**config.mk**
```make
export PLATFORM = sky130hd
export DESIGN_NAME = regfile_bypass
export DESIGN_NICKNAME = d
export VERILOG_FILES = /design/src/rtl/regfile_bypass.sv
export SDC_FILE = /design/constraint.sdc
export NUM_CORES = 2
export LEC_CHECK = 0
export CAP_MARGIN = 40
export CORE_UTILIZATION = 40
export CTS_BUF_LIST = sky130_fd_sc_hd__clkbuf_16
export CTS_CLUSTER_DIAMETER = 100
export CTS_CLUSTER_SIZE = 16
export DETAILED_ROUTE_END_ITERATION = 8
export PLACE_DENSITY = 0.57
export SLEW_MARGIN = 20
export SYNTH_ARGS = -nofsm -noshare
export SYNTH_HDL_FRONTEND = slang
export SYNTH_SLANG_ARGS = --single-unit
```
**constraint.sdc**
```tcl
create_clock -name clock -period 7.7 [get_ports clock]
set_clock_uncertainty 0.05 [all_clocks]
set_input_delay 1.54 -clock clock [delete_from_list [all_inputs] [get_ports clock]]
set_output_delay 1.54 -clock clock [all_outputs]
set_load 0.02 [all_outputs]
```
**src/rtl/regfile_bypass.sv**
```systemverilog
// regfile_bypass: 31x WIDTH regs (r0 reads 0), bypassed read ports A/B, raw debug port dbg_sel/dbg_data, write_count and written_mask
module regfile_bypass #(
  parameter int WIDTH = 32,
  parameter int CNT_WIDTH = 16
) (
  input  logic                 clock,
  input  logic                 reset,
  input  logic                 ctrl_writeEnable,
  input  logic [4:0]           ctrl_writeReg,
  input  logic [WIDTH-1:0]     data_writeReg,
  input  logic [4:0]           ctrl_readRegA,
  input  logic [4:0]           ctrl_readRegB,
  output logic [WIDTH-1:0]     data_readRegA,
  output logic [WIDTH-1:0]     data_readRegB,
  input  logic [4:0]           dbg_sel,
  output logic [WIDTH-1:0]     dbg_data,
  output logic [CNT_WIDTH-1:0] write_count,
  output logic [31:0]          written_mask
);
  logic [31:1][WIDTH-1:0] regs;
  logic commit;
  assign commit = ctrl_writeEnable && ctrl_writeReg != 5'd0;
  function automatic logic [WIDTH-1:0] stored(input logic [4:0] idx);
    return idx == 5'd0 ? '0 : regs[idx];
  endfunction
  function automatic logic [WIDTH-1:0] bypassed(input logic [4:0] idx);
    return (commit && ctrl_writeReg == idx) ? data_writeReg : stored(idx);
  endfunction
  assign data_readRegA = bypassed(ctrl_readRegA);
  assign data_readRegB = bypassed(ctrl_readRegB);
  assign dbg_data = stored(dbg_sel);
  always_ff @(posedge clock or negedge reset) begin
    if (!reset) begin
      regs <= '0;
      write_count <= '0;
      written_mask <= '0;
    end else if (commit) begin
      regs[ctrl_writeReg] <= data_writeReg;
      write_count <= write_count + CNT_WIDTH'(1);
      written_mask[ctrl_writeReg] <= 1'b1;
    end
  end
endmodule

```
==> results.toml <==
[synth]
async_flop_share = 1.00
synth_top_area_cell = "dfrtp_1"
yosysUniqueCellTypes = 41
syn_inst = 4081
synth_seq_area_share = 0.413
syn_area_per_cell_sq_um = 15.5
yosysMostFrequentCell = "mux2_2"
syn_area_sq_mm = 0.0631
syn_nets = 4137
yosysWarningCount = 0
synth_edf_count = 0
synth_top_area_frac = 0.413
ys.flop_type = "dfrtp_1"
ys_ff_latch = 1040
synthTopCellsByArea = "dfrtp_1 (41%), mux4_2 (28%), mux2_2 (20%)"
synth_common_cells = "mux2_2 (1120), dfrtp_1 (1040), mux4_2 (796)"

[sta]
max_freq_ghz = 0.146
fin_setup_tns_ns = 0
slew_headroom = 0.294
grt_setup_unrepaired = "false"
worst_hold_slack_ns = 0.332
fin_crit_ns = 6.83
setup_viol = 0
drv_slew = 0
post-route-period-util = 0.888
worstMarginPinSlew_ns = 1.06
hold_viol = 0

[grt]
grt_max_degree = 171
grt_pass1_wl_mm = 312
antenna_found_initial = 4
first_global_vias = 41433
track_usage = 0.272
overflow = 0

[floorplanning]
io_pins = 199
coreArea_sq_mm = 0.156
die_height_um = 399
start_util = 0.403
die_x_um = 399
dieArea_sq_mm = 0.159
rows = 145

[critical_path]
r2r_end = "write_count[12]"
crit_arrival_ns = 5.24
reg2reg_depth = 5
crit_path_end_kind = "primary output"
worstSetupPathType = "in2out"
worstPathMaxFanout = 24
r2r-start = "write_count[2]"
r2r_slack_ns = 6.01
cp-start-kind = "input pin"
required_ns = 6.11

[clock_network]
cts_buffers = 75
path_clk_slew_ns = 0.07
cts_resized = 0
cts_buffer_depth = 3
post_cts_buffers = 0
cts_tree = "built"
cts_root_buffer = "clkbuf_16"
cts_max_level = 3
insertion_delay_ns = 0.70
numClockSinks = 1040
cts_hold_buffers = 0

[layout]
fin_area_sq_mm = 0.0702
areaGrowthSynthToFinish_pct = 11.3
n_fill_cell = 13840
drive_gt1_frac = 0.560
finalNetCount = 4118

[placed_design]
portBuffers = 198
gp_congestion = 0.813
dp_hpwl_mm = 136
dpl_cell_area_sq_mm = 0.0682

[routing]
routed_via_density = 6.61
routedWlPerCell_um = 35.0
drt_iter0_drc = 3954
drt_pre_antenna_iters = 7
ant_nets = 0
vias = 40526
wirelength_mm = 215
drc = 0

[power]
power_density_mw_per_mm2 = 233
finalPower_mw = 16.4
cellLeakagePower_nw = 28.6
vdd_drop_max_v = 0.000163

[run_status]
status = "finished, final reports clean"

[worst_hold_path]
worstHoldStart = "written_mask[0]"
min_path_type = "reg2reg"
whs_path_depth = 0
hold_path_end = "written_mask[0]"

[run]
max_cap_viol_count = 0
-- stage by stage --
| stage | worst slack [ns] | cells | utilization |
|---|---|---|---|
| floorplan | 2.57 | 4081 | - |
| global placement | 0.688 | 5993 | 0.430 |
| detailed placement | 0.903 | 6041 | 0.436 |
| CTS | 0.887 | 6128 | 0.449 |
| global route | 0.749 | 6130 | 0.449 |
| finish | 0.866 | 6131 | 0.449 |
-- placed cells by master (no fill, tap or decap), types with 13 or more instances in the layout --
| cell | Yosys | layout |
|---|---|---|
| nor2_1 | 89 | 71 |
| inv_1 | 63 | 65 |
| nand2_1 | 89 | 78 |
| dfrtp_1 | 1040 | 1040 |
| buf_16 | 0 | 13 |
| clkdlybuf4s50_1 | 0 | 180 |
| nand2b_1 | 17 | 15 |
| mux4_2 | 796 | 796 |
| xnor2_1 | 17 | 17 |
| a22o_1 | 215 | 215 |
| mux2_2 | 1120 | 1120 |
| o221ai_1 | 44 | 44 |
| or2_2 | 19 | 19 |
| nor2_4 | 0 | 18 |
| buf_4 | 4 | 101 |
| buf_8 | 0 | 19 |
| buf_12 | 0 | 48 |
| o221ai_2 | 20 | 20 |
| clkbuf_16 | 0 | 77 |
-- final cells by class --
type	count	area (sq um)	area share
inverter	63	236	0.00337
clock inverter	10	85.1	0.00121
clock buffer	77	1930	0.0274
sequential	1040	26000	0.371
antenna	1	2.50	0.0000356
multi-input combinational	2510	35100	0.500
timing repair buffer	372	4240	0.0604
tap	2058	2570	0.0367
-- cells by family (layout without fill, tap and decap cells) --
kind of cell / Yosys count / count (layout) / share of synthesized area
mux: 1920 / 1920 / 0.485
simple gates: 266 / 266 / 0.0196
other cells: 0 / 1 / 0
fa+ha+maj: 1 / 1 / 0.000198
buf+inv: 531 / 522 / 0.0361
compound gates: 298 / 298 / 0.0431
xor+xnor: 25 / 25 / 0.00347
flops: 1040 / 1040 / 0.413
-- layer usage --
metal	vias up	global-route usage	share of wire
met3	323	0.0586	0.078
met5	-	0	0
met2	1687	0.418	0.47
li1	16152	-	-
met1	22364	0.387	0.43
met4	0	0.0831	0.030
-- flip-flops by register name (all words and copies together) (netlist names) --
signal,flops
regs,992
write_count,16
written_mask,32
-- critical path: stages --
cell and delay, ns:
clkdlybuf4s50_1 0.72, or2_1 0.54, o41ai_4 0.19, nor4_4 0.41
nand2b_4 0.69, buf_4 0.36, o221ai_1 0.17, clkdlybuf4s50_1 0.59
-- report_power, final --
group          switching [mW]  internal [mW]  total (mW)
Sequential               1.00           6.53        7.53
Clock                    2.06           1.79        3.85
Combinational            2.01           2.99        5.00
Total                    5.07           11.3        16.4
-- how the worst max path moves through the flow --
stage / from / to / slack, ns / cells after the start
after floorplan: dbg_sel[0] / dbg_data[0] / 2.57 / 5
after global placement: ctrl_writeReg[0] / data_readRegA[14] / 0.69 / 8
after detailed placement: ctrl_writeReg[0] / data_readRegA[28] / 0.90 / 8
after CTS: ctrl_writeReg[0] / data_readRegA[28] / 0.89 / 8
after global routing: ctrl_writeReg[1] / data_readRegA[28] / 0.75 / 8
final: ctrl_writeReg[1] / data_readRegA[28] / 0.87 / 8
No activity file was read; power rests on OpenSTA's default activity.
